### config.mk
export PLATFORM = sky130hd
export DESIGN_NAME = rr_arb_mux
export DESIGN_NICKNAME = d
export VERILOG_FILES = /design/src/rtl/rr_arb_mux.sv
export SDC_FILE = /design/constraint.sdc
export NUM_CORES = 1
export LEC_CHECK = 0
export CAP_MARGIN = 20
export CORE_MARGIN = 8
export CORE_UTILIZATION = 41
export DETAILED_ROUTE_END_ITERATION = 10
export GPL_TIMING_DRIVEN = 0
export MAX_ROUTING_LAYER = met4
export PLACE_DENSITY = 0.89
export RECOVER_POWER = 100
export SETUP_SLACK_MARGIN = 0.15
export SLEW_MARGIN = 20
export SYNTH_ARGS = -nofsm -noshare
export SYNTH_HDL_FRONTEND = slang
export SYNTH_SLANG_ARGS = --single-unit
### constraint.sdc
create_clock -name clk -period 5.9 [get_ports clk]
set_input_delay 0.885 -clock clk [delete_from_list [all_inputs] [get_ports clk]]
set_output_delay 0.885 -clock clk [all_outputs]
set_load 0.01 [all_outputs]
### src/rtl/rr_arb_mux.sv
// rr_arb_mux
// Registered N-to-1 multiplexer with per-channel valid/ready handshakes.
// A source is picked either by an external select (fixed mode) or by
// round-robin arbitration among the valid channels. One output register
// stage gives one cycle of latency and one transfer per clock.
//
// Ports:
//   clk        rising-edge clock
//   rst        asynchronous active-high reset
//   mode       0 = fixed select, 1 = round-robin
//   sel        channel used in fixed mode (values >= N never grant)
//   in_data    packed channel data, channel i at [i*WIDTH +: WIDTH]
//   in_valid   per-channel data valid
//   in_ready   per-channel accept (combinational, at most one bit set)
//   out_data   registered selected data
//   out_src    registered index of the channel that supplied out_data
//   out_valid  output register holds data
//   out_ready  consumer takes out_data this cycle
module rr_arb_mux #(
  parameter int WIDTH = 16,
  parameter int N = 4,
  localparam int SELW = $clog2(N)
) (
  input  logic               clk,
  input  logic               rst,
  input  logic               mode,
  input  logic [SELW-1:0]    sel,
  input  logic [N*WIDTH-1:0] in_data,
  input  logic [N-1:0]       in_valid,
  output logic [N-1:0]       in_ready,
  output logic [WIDTH-1:0]   out_data,
  output logic [SELW-1:0]    out_src,
  output logic               out_valid,
  input  logic               out_ready
);

  logic [SELW-1:0]  ptr;
  logic [SELW-1:0]  gnt_idx;
  logic             gnt_valid;
  logic             load_en;
  logic             xfer;
  logic [SELW-1:0]  ptr_next;
  logic [WIDTH-1:0] gnt_data;
  logic [SELW:0]    rr_idx;

  // The register can accept a word when empty or when it is being drained.
  assign load_en = !out_valid || out_ready;

  // Grant selection. The round-robin search walks offsets from N-1 down to
  // 0 so that the last hit written is the first valid channel at or after
  // ptr in wrap order. The index sum carries one extra bit so ptr+k never
  // overflows before the modulo-N correction.
  always_comb begin
    gnt_valid = 1'b0;
    gnt_idx   = '0;
    rr_idx    = '0;
    if (mode) begin
      for (int k = N - 1; k >= 0; k--) begin
        rr_idx = {1'b0, ptr} + (SELW + 1)'(k);
        if (rr_idx >= (SELW + 1)'(N)) begin
          rr_idx = rr_idx - (SELW + 1)'(N);
        end
        if (in_valid[rr_idx[SELW-1:0]]) begin
          gnt_valid = 1'b1;
          gnt_idx   = rr_idx[SELW-1:0];
        end
      end
    end else if ({1'b0, sel} < (SELW + 1)'(N)) begin
      gnt_valid = in_valid[sel];
      gnt_idx   = sel;
    end
  end

  // One-hot accept; also picks the granted channel's data word.
  always_comb begin
    in_ready = '0;
    gnt_data = '0;
    for (int i = 0; i < N; i++) begin
      in_ready[i] = load_en && gnt_valid && (gnt_idx == SELW'(i));
      if (gnt_idx == SELW'(i)) begin
        gnt_data = in_data[i*WIDTH +: WIDTH];
      end
    end
  end

  assign xfer     = |in_ready;
  assign ptr_next = (gnt_idx == SELW'(N - 1)) ? '0 : gnt_idx + 1'b1;

  // Output register and round-robin pointer. A transfer always wins over a
  // drain, so a simultaneous drain and load keeps out_valid high. The
  // pointer only advances on round-robin transfers.
  always_ff @(posedge clk or posedge rst) begin
    if (rst) begin
      out_valid <= 1'b0;
      out_data  <= '0;
      out_src   <= '0;
      ptr       <= '0;
    end else if (xfer) begin
      out_valid <= 1'b1;
      out_data  <= gnt_data;
      out_src   <= gnt_idx;
      if (mode) begin
        ptr <= ptr_next;
      end
    end else if (out_ready) begin
      out_valid <= 1'b0;
    end
  end

endmodule

=== Word-level counts from Yosys, hierarchy flattened ===
Cells that the tools add are included.

* Add/subtract/negate cells: 8
* Magnitude comparators: 9
* Equal/unequal tests: 3
* Multiplexer cells: 35
* Reductions and logical operators: 11

{| class="wikitable"
|+ Operator list
! operator !! count
|-
| 16-bit two-way mux || 4
|-
| 2-bit two-way mux || 14
|-
| 2-bit by 3-bit < comparator with 1-bit output (second input constant) || 5
|-
| 1-bit two-way mux || 12
|-
| 1-bit binary-select mux with 2-bit select || 5
|-
| 3-bit greater-or-equal comparator (second input constant) || 3
|-
| 2-bit by 1-bit subtractor with 2-bit output (second input constant) || 4
|-
| 2-bit by 2-bit adder with 3-bit output (second input constant) || 2
|-
| 1-bit logical AND || 5
|-
| 2-bit equality test (second input constant) || 2
|-
| 4-bit OR reduction || 1
|-
| 2-bit by 1-bit adder with 3-bit output (second input constant) || 1
|-
| 2-bit by 3-bit greater-or-equal comparator with 1-bit output (second input constant) || 1
|-
| 2-bit by 1-bit adder with 2-bit output (second input constant) || 1
|-
| 2-bit by 1-bit equality test with 1-bit output (second input constant) || 1
|-
| 2-bit logical NOT || 1
|-
| 2-bit AND reduction || 1
|-
| 2-bit nonzero test || 1
|-
| 1-bit logical NOT || 1
|-
| 1-bit logical OR || 1
|}

* Register bits after elaboration: 21
* Bits of input ports: 74
* Output and inout bits: 23
* Logic and storage cells: 70

=== Depth between registers and ports, before layout ===
* Depth after elaboration: 16
* Mapped depth: 12
* Mapped depth without buffers: 9

=== Worst setup path before layout ===
Ideal clock, no wire load.

* Kind: input-to-output
* Start point: in mode
* End point: out in_ready[2]
* Data arrival time: 2720 ps
* Data required time: 5015 ps
* Slack: 2295 ps
* Cell stages on the path: 9
* Buffers on the path: 3
* Cells stage by stage: buf_4 and2b_1 a211oi_1 a2111oi_4 ha_1 buf_2 clkinv_1 clkbuf_1 nor2_1

* Cells in the longest elaborated chain, start to end: 3
* Elaborated cells between the ends (all ways): 5
* Classes of those cells: eq/ne (1); mux (2); reduce/logical (2)

{| class="wikitable"
|+ RTL lines
! element !! RTL line !! RTL
|-
| start, declared || 26 || <nowiki>input logic mode,</nowiki>
|-
| 2-bit two-way mux || 57 || <nowiki>if (mode) begin</nowiki>
|-
| via gnt_idx[1] || 38 || <nowiki>logic [SELW-1:0] gnt_idx;</nowiki>
|-
| 2-bit equality test || 79 || <nowiki>in_ready[i] = load_en && gnt_valid && (gnt_idx == SELW'(i));</nowiki>
|-
| 1-bit logical AND || 79 ||
|-
| end, declared || 30 || <nowiki>output logic [N-1:0] in_ready,</nowiki>
|}

The timed path passes the listed nets, and every way through them passes these cells.

=== Worst setup path in the final report ===
* Start point: in in_valid[2]
* End point: out in_ready[1]

* Cells in the longest elaborated chain, start to end: 9
* Elaborated cells between the ends (all ways): 23
* Classes of those cells: eq/ne (1); mux (20); reduce/logical (2)

{| class="wikitable"
|+ RTL lines
! element !! RTL line !! RTL
|-
| start, declared || 29 || <nowiki>input logic [N-1:0] in_valid,</nowiki>
|-
| 1-bit binary-select mux with 2-bit select || 63 || <nowiki>if (in_valid[rr_idx[SELW-1:0]]) begin</nowiki>
|-
| 1-bit two-way mux (implied by the code) || 63 ||
|-
| 2-bit two-way mux (3 in a row) || 63 ||
|-
| 2-bit two-way mux * || 63 ||
|-
| 2-bit two-way mux * || 57 ||
|-
| via gnt_idx[0] || 38 ||
|-
| 2-bit by 1-bit equality test with 1-bit output * || 79 ||
|-
| 1-bit logical AND * || 79 ||
|}

The timed path passes the listed nets; every way through them passes the cells marked *. The select of a mux whose other input is x is not followed.

==> summary.md <==
| Metric | Value |
|---|---|
| DR iter-0 viols | `52` |
| Final critical-path required period | `about 5000 ps` |
| Layout cells sized above 1 | `0.0766` |
| CTS resizes | `0` |
| Worst-Margin Slew | `between 800 and 900 ps` |
| Post-CTS Hold Fix Bufs | `0` |
| TritonRoute pass-1 iters | `4` |
| WL per Instance | `roughly 18 um` |
| Clock Root Buffer | `clkbuf_8` |
| Post-Synthesis Cells | `roughly 180` |
| Reg2reg setup slack | `2250 ps` |
| Worst Hold End | `out_data[1]` |
| R2R Path Start | `ptr[1]` |
| H-tree Lvls | `1` |
| Fin. Hold Viols | `0` |
| P per Cell Area | `368 mW/mm^2` |
| Synthesized net count | `253` |
| Worst-path fanout max | `10` |
| Fin nets | `approximately 350` |
| Remaining DRCs | `0` |
| Post-CTS setup buffer count | `0` |
| Inserted Clock Buffers | `3` |
| Fin crit share | `0.873` |
| # setup viols final | `0` |
| Cell Area, Synth | `between 0.0015 and 0.002 sq mm` |
| Critical path class | `input pin to primary output` |
| Critical Path RT | `around 5000 ps` |
| # IOs | `97` |
| Vias per inst | `5.57` |
| Most common cell after layout, fill and taps aside | `clkdlybuf4s50_1` |
| Worst-path clk slew | `~70 ps` |
| Post-DP HPWL | `~4700 um` |
| CTS max path bufs | `2` |
| Initial antenna violation count | `0` |
| Routed Antenna Nets | `0` |
| Ys Warns | `0` |
| Area growth syn-to-layout | `61.7%` |
| GP Congestion | `0.840` |
| Post-Route WL | `5950 um` |
| Most frequent cells in the layout | `clkdlybuf4s50_1 (71), dlygate4sd3_1 (24), nor2_1 (22), dfrtp_1 (21), nand2_1 (20)` |
| Slew headroom | `0.450` |
| Primary FF master, synth | `dfrtp_1` |
| Clk Latency, worst-skew pair | `260 ps` |
| CTS Sinks | `21` |
| Final instance area | `0.00265 sq mm` |
| Rows | `23` |
| Total gr overflow | `0` |
| Ant. Diodes | `0` |
| Pleak | `0.00109 uW` |
| I/O Buffers | `95` |
| MaxCap Viol Count | `0` |
| Fmax | `roughly 190 MHz` |
| Min-Delay Path Class | `flop to flop` |
| Die extent in y | `79.3 um` |
| Vias in the first global route | `just under 2000` |
| Core ar. | `0.00391 sq mm` |
| Aggregate global-route resource usage | `0.192` |
| Die width | `a little under 80 um` |
| Die ar. | `0.00628 sq mm` |
| Post-DP Area | `approximately 0.0027 sq mm` |
| Vias | `approximately 1800` |
| Setup Skew | `~8.3 ps` |
| Flops & latches, synth | `21` |
| Register area share after synthesis | `0.320` |
| Kind of end point of the critical path | `primary output` |
| Max IR drop VDD | `around 0.28 mV` |
| CTS tree | `done` |
| RSZ-0062 raised after global routing | `false` |
| Status | `finished clean` |
| CP Launch Type | `input pin` |
| Setup tns final | `0 ps` |
| Hold path start | `out_data[1]` |
| Tot Pwr | `975 uW` |
| First-pass GRT wire length | `around 9500 um` |
| Crit path DAT | `between 4000 and 5000 ps` |
| Initial core utilization | `0.419` |
| Mean area per synthesized cell | `between 9 and 10 sq um` |
| Fin. max-slew vios | `0` |
| Reg2reg end | `out_data[2]` |
| FFs w/ async S/R, synth | `1.00` |
| Worst reg2reg path depth | `10` |
| Largest net degree at the start of global routing | `22` |
| Library cells used by synthesis | `approximately 40` |
| Post-synth EDFFs | `0` |
| Hold path cells | `1` |
layer usage:
layer  global-route usage  share of wire
met3               0.0463          0.079
met5                    -              0
met1                0.222           0.41
met2                0.325           0.49
met4               0.0500          0.016
power by group:
group / internal [uW] / switching (uW) / total [uW]
combinational: 320 / 304 / 624
clock: 48.1 / 48.5 / 96.6
sequential: 215 / 39.6 / 255
total: 583 / 393 / 975
final cells by class:
cell class / count / area, sq um
clock buffer: 4 / 45.0
inverter: 6 / 22.5
sequential: 21 / 526
tap: 50 / 62.6
multi-input combinational: 136 / 993
buffer: 12 / 53.8
fill: 341 / 1260
timing repair buffer: 95 / 951
stage by stage:
step,hold slack (ps),setup WS (ps),std cells,util
floorplan,544,2300,175,-
global placement,486,984,320,0.678
detailed placement,492,933,320,0.678
CTS,513,932,324,0.690
global route,509,447,324,0.678
finish,487,748,324,0.678
how the worst max path moves through the flow:
stage	start	endpoint	slack [ps]	cells past startpoint
5_1_grt	in_valid[2]	in_ready[1]	450	10
6_report	in_valid[2]	in_ready[1]	750	10
4_1_cts	in_valid[2]	in_ready[2]	930	10
2_1_floorplan	mode	in_ready[2]	2300	9
3_3_place_gp	in_valid[2]	in_ready[2]	980	11
3_5_place_dp	in_valid[2]	in_ready[2]	930	10
logic make-up after synthesis:
| group | share of synthesized area |
|---|---|
| adders and majority gates | 0.0305 |
| DFF | 0.320 |
| and+or+nand+nor | 0.168 |
| buffers and inverters | 0.0518 |
| muxes | 0.154 |
| AOI/OAI and AO/OA | 0.276 |
sequential cells by signal (all words and copies together) (netlist names):
name and cells:
out_data 16, out_src 2, out_valid 1, ptr 2
cells in the mapped netlist (2+ instances only):
cell,instances,area (sq um)
nor2_1,22,82.6
dfrtp_1,21,526
nand2_1,19,71.3
a221oi_1,15,131
o31ai_1,15,113
mux2_2,10,113
mux2_4,8,120
clkbuf_1,6,22.5
inv_1,5,18.8
a21oi_1,4,20.0
a22o_1,4,35.0
ha_1,4,50.1
a211oi_1,3,22.5
nand2b_1,3,18.8
o21ai_0,3,15.0
and3_1,2,12.5
buf_2,2,10.0
buf_4,2,15.0
mux2i_1,2,20.0
nor2b_1,2,12.5
nor3_1,2,10.0
o21a_1,2,15.0
worst max-delay path: stages:
cell and delay [ps]:
dlygate4sd3_1 650, a21boi_0 290, a211oi_1 120, o221ai_1 280, o21a_1 220, ha_1 180, clkbuf_1 380, clkbuf_1 480
and3_1 240, clkdlybuf4s50_1 540
No activity file was read; power rests on OpenSTA's default activity.
==> RTL edit 1 (config.mk and constraints unchanged) <==
Change the parameter `WIDTH` from 16 to 32.
--- a/src/rtl/rr_arb_mux.sv
+++ b/src/rtl/rr_arb_mux.sv
@@ -17,7 +17,7 @@
 //   out_valid  output register holds data
 //   out_ready  consumer takes out_data this cycle
 module rr_arb_mux #(
-  parameter int WIDTH = 16,
+  parameter int WIDTH = 32,
   parameter int N = 4,
   localparam int SELW = $clog2(N)
 ) (
Interface: changed (resized in_data and out_data); port bits go from 97 to 177. No check against the original RTL was run, so the function may have changed too.
==> RTL edit 1 against the original RTL <==
  * Synthesized area up 68%
  * Cell area up 72%
  * Setup slack worse by 0.12 ns
  * Routed wire length up 79%
  * Maximum frequency down 2.2%
  * Power up 55%
  * Largest power group unchanged
  * Sequential cell count up 16
==> RTL edit 1: results <==
status:
  outcome: "completed"
synth:
  seq_area_frac_synth_pct: 33.5
  synth_cells: 278
  yosysWarnings: 0
  ys_types: 35
  synth_commonest_cells: "dfrtp_1 (37), nand2_1 (35), nor2b_1 (33)"
  netlist_top_cells_area: "dfrtp_1 (33%), mux2_4 (16%), a221oi_1 (9.8%), o31ai_1 (8.4%), nor2b_1 (7.5%)"
  synth_nets: 420
global_routing:
  grt_pass1_vias: 3175
  grt_max_degree: 21
  grt_pass1_wl_um: 16700
  globalRouteTotalUtil_pct: 22.2
critical_path:
  regToRegEndpoint: "out_data[26]"
  ff2ff_setup_slack_ns: 2.12
  startpoint: "in_valid[1]"
  arrival_ns: 4.38
  reg2reg_depth: 11
  critPathCapture: "in_ready[3]"
place:
  io_buffers: 176
  finalWeightedCongestion: 0.842
  placedCellCount: 535
  hpwl_um: 8490
routing:
  avgRoutedWirePerCell_um: 19.6
  via_per_inst: 5.59
  routed_wl_um: 10600
  drt-initial-drc-count: 100
  drt_pass1_iterations: 5
clock_network:
  post_cts_buffers: 0
  clkTransAtPathRegs_ns: 0.07
  htreeDepth: 2
  cts_buffer_depth: 2
  numCtsBuffers: 5
  clockRootBuffer: "clkbuf_8"
  clk-insertion-delay-late_ns: 0.29
finish:
  drive_gt1_share_pct: 3.89
  final_nets: 604
  fillCellCount: 553
  reg_top3: "out_data: 32 flops, out_src: 2 flops, ptr: 2 flops"
sta:
  worst_pin_slew_ns: 1.13
  finClkSkew_ns: 0.00497
power:
  p_leak_nw: 1.82
  vdd_drop_max_mv: 0.146
min_path:
  worstHoldPathType: "reg2reg"
-- RTL edit 1: changes by cell type in the layout (fill, tap and decap cells not counted), moves of 3 or more --
cell	delta
o31ai_1	+16
clkbuf_1	+19
dfrtp_1	+16
mux2_1	+19
a21oi_1	+3
nor2b_1	+31
mux2_2	-4
clkdlybuf4s50_1	+66
a211oi_1	-3
dlygate4sd3_1	+15
a221oi_1	+16
nand2_1	+15
nor2_1	-17
-- RTL edit 1: layout make-up --
class / instances / area (sq um) / share of cell area, %
Multi-Input combinational cell: 212 / 1600 / 34.9
Timing Repair Buffer: 177 / 1770 / 38.6
Clock buffer: 8 / 80.1 / 1.75
Inverter: 5 / 18.8 / 0.410
Buffer: 24 / 90.1 / 1.97
Sequential cell: 37 / 926 / 20.2
Tap cell: 80 / 100 / 2.19
-- RTL edit 1: cell families after synthesis --
| kind of cell | after synthesis | share of synthesized area (%) |
|---|---|---|
| fa+ha+maj | 4 | 1.81 |
| compound gates | 86 | 25.0 |
| simple gates | 87 | 16.7 |
| mux | 35 | 18.2 |
| flops | 37 | 33.5 |
| buf+inv | 29 | 4.80 |
-- RTL edit 1: report_power, final --
| part | switching, mW | internal (mW) | total (mW) |
|---|---|---|---|
| Clock | 0.0885 | 0.0840 | 0.173 |
| Combinational | 0.422 | 0.477 | 0.899 |
| Sequential | 0.0636 | 0.374 | 0.437 |
-- RTL edit 1: how the worst min path moves through the flow --
stage          cells after the start    startpoint           end  slack (ns)
2_1_floorplan                      1    out_src[1]    out_src[1]        0.54
3_3_place_gp                       1    out_src[1]    out_src[1]        0.49
3_5_place_dp                       1  out_data[29]  out_data[29]        0.49
4_1_cts                            1    out_src[1]    out_src[1]        0.51
5_1_grt                            1   out_data[3]   out_data[3]        0.50
6_report                           1   out_data[3]   out_data[3]        0.48
-- RTL edit 1: metal layers --
layer  GRT usage (%)  wire length (um)
met5               -                 0
met4            5.28               165
met3            6.12               732
met2            39.2              5510
met1            24.1              4240
-- RTL edit 1: critical path, cell delays in order --
cell,delay (ns)
dlygate4sd3_1,0.67
or4b_2,0.60
o311a_1,0.15
o211ai_1,0.15
o21a_1,0.19
ha_1,0.19
clkbuf_1,0.37
clkbuf_1,0.43
and2_0,0.20
clkdlybuf4s50_1,0.55
-- RTL edit 1: through the flow --
| step | area (sq um) | worst slack (ns) |
|---|---|---|
| final | 4580 | 0.631 |
| after global routing | 4580 | 0.395 |
| after CTS | 4730 | 0.679 |
| after detailed placement | 4650 | 0.689 |
| after global placement | 4630 | 0.718 |
| after floorplan | 2770 | 2.20 |
==> RTL edit 2 (same flow settings) <==
Made on the original files. Make the reset (`rst`) synchronous in one clocked block. Comments in the files are not updated.
--- a/src/rtl/rr_arb_mux.sv
+++ b/src/rtl/rr_arb_mux.sv
@@ -89,7 +89,7 @@
   // Output register and round-robin pointer. A transfer always wins over a
   // drain, so a simultaneous drain and load keeps out_valid high. The
   // pointer only advances on round-robin transfers.
-  always_ff @(posedge clk or posedge rst) begin
+  always_ff @(posedge clk) begin
     if (rst) begin
       out_valid <= 1'b0;
       out_data  <= '0;
Formal check against the unedited RTL: differs if rst is asserted again (counterexample within 4 cycles, from zero or initial values and one cycle with rst high); with rst held inactive, the same outputs for 10 cycles.
==> RTL edit 2 against the original RTL <==
  * Critical path depth did not move
  * Global-route usage rose by 0.46 points
  * Die area fell by 0.30%
  * Cell area rose by 0.75%
  * Routed wire length rose by 4.5%
  * Non-clock buffer count rose by 10
  * Synthesized area fell by 0.38%
  * Maximum frequency barely moved
  * Sequential cell count did not move
  * Setup slack improved by 0.0044 ns
Power is not compared: it rests on default switching activity, and its combinational part moved more than twofold at a synthesized area within 25%.
==> RTL edit 2: results <==
power:
  pg_comb_mw: 0.309
  p_leak_nw: 1.07
min_path:
  worstHoldPathType: "reg2reg"
  min_from: "out_data[12]"
place:
  finalWeightedCongestion: 0.830
  hpwl_um: 4900
  placedCellCount: 341
  post_dp_cell_area_sq_um: 2650
global_routing:
  antenna_found_initial: 0
  grtUsageMet1_pct: 23.8
  grt_max_degree: 12
  use_met3_pct: 4.63
  gr-usage-met2_pct: 32.9
  grt_pass1_wl_um: 9860
  globalRouteTotalUtil_pct: 19.7
routing:
  highest_layer: "met4"
  vias: 1986
  wl_met3_um: 344
  drt-initial-drc-count: 116
  wl_met2_um: 3210
  routed_wl_um: 6220
  wl_met1_um: 2610
  via_per_inst: 5.76
synth:
  async_flop_share_pct: 0
  ys_types: 42
  synth_commonest_cells: "dfxtp_1 (21), inv_1 (21), nand2_1 (19)"
  synth_cells: 196
  netlist_top_cells_area: "dfxtp_1 (26%), a211o_1 (8.6%), a311oi_2 (8.3%), a221oi_1 (8.0%), a31oi_1 (6.9%)"
  synth_nets: 274
  ys.flop_type: "dfxtp_1"
  seq_area_frac_synth_pct: 25.7
sta:
  max_slew_margin_pct: 59.5
  finClkSkew_ns: 0.00258
critical_path:
  crit_path_max_fanout: 10
  r2r-start: "ptr[1]"
  ff2ff_setup_slack_ns: 2.60
  startpoint: "in_valid[1]"
  arrival_ns: 4.26
  critical-path-max-stage-delay_ns: 0.65
clock_network:
  post_cts_buffers: 0
  clockRootBuffer: "clkbuf_8"
  cts_resized: 0
  cts_buffer_depth: 2
finish:
  drive_gt1_share_pct: 7.12
  final_nets: 374
  fillCellCount: 338
  diodes: 0
status:
  outcome: "completed"
[RTL edit 2: changes by cell type after synthesis, moves of 5 or more]
cell	before	now
nor2_1	22	2
dfrtp_1	21	0
a31oi_1	1	18
dfxtp_1	0	21
a211o_1	1	16
a311oi_1	0	8
a311oi_2	0	9
o31ai_1	15	0
mux2_4	8	0
clkbuf_1	6	14
inv_1	5	21
and2_1	0	5
mux2_2	10	1
[RTL edit 2: cell type report]
type,count,area (sq um),area share [%]
sequential,21,420,15.7
multi-input combinational,132,1000,37.5
timing repair buffer,95,951,35.6
buffer,22,113,4.21
clock buffer,4,45.0,1.68
inverter,21,78.8,2.95
tap,50,62.6,2.34
[RTL edit 2: stage by stage]
stage                     power, mW  utilization [%]  hold slack (ns)  worst slack (ns)
final                         0.589             68.3            0.554             0.752
after global routing          0.625             68.3            0.586             0.559
after CTS                     0.604             68.8            0.555              1.04
after detailed placement      0.510             67.7            0.543              1.05
after global placement        0.503             67.7            0.531              1.09
after floorplan               0.362                -            0.529              2.44
[RTL edit 2: worst max-delay path: cells and delay by family]
family	cells	cell delay, ns
buffers and inverters	4	2.02
AND/OR/NAND/NOR	3	0.89
adder cells (fa/ha/maj)	1	0.18
AO/OA/AOI/OAI	2	0.27
[RTL edit 2: worst paths after layout]
check / to / depth (start not counted)
worst max-delay path: in_ready[1] / 10
worst min-delay path: out_data[12] / 2
worst max register to register: out_data[5] / 10
worst min register to register: out_data[12] / 2
[RTL edit 2: cells by family (layout without fill, tap and decap cells)]
logic type                 after synthesis  count (layout)  share of synthesized area [%]
muxes                                    2               2                           1.30
adders and majority gates                4               4                           3.06
DFF                                     21              21                           25.7
buffers and inverters                   43             142                           11.8
and+or+nand+nor                         42              42                           13.7
AOI/OAI and AO/OA                       84              84                           44.5
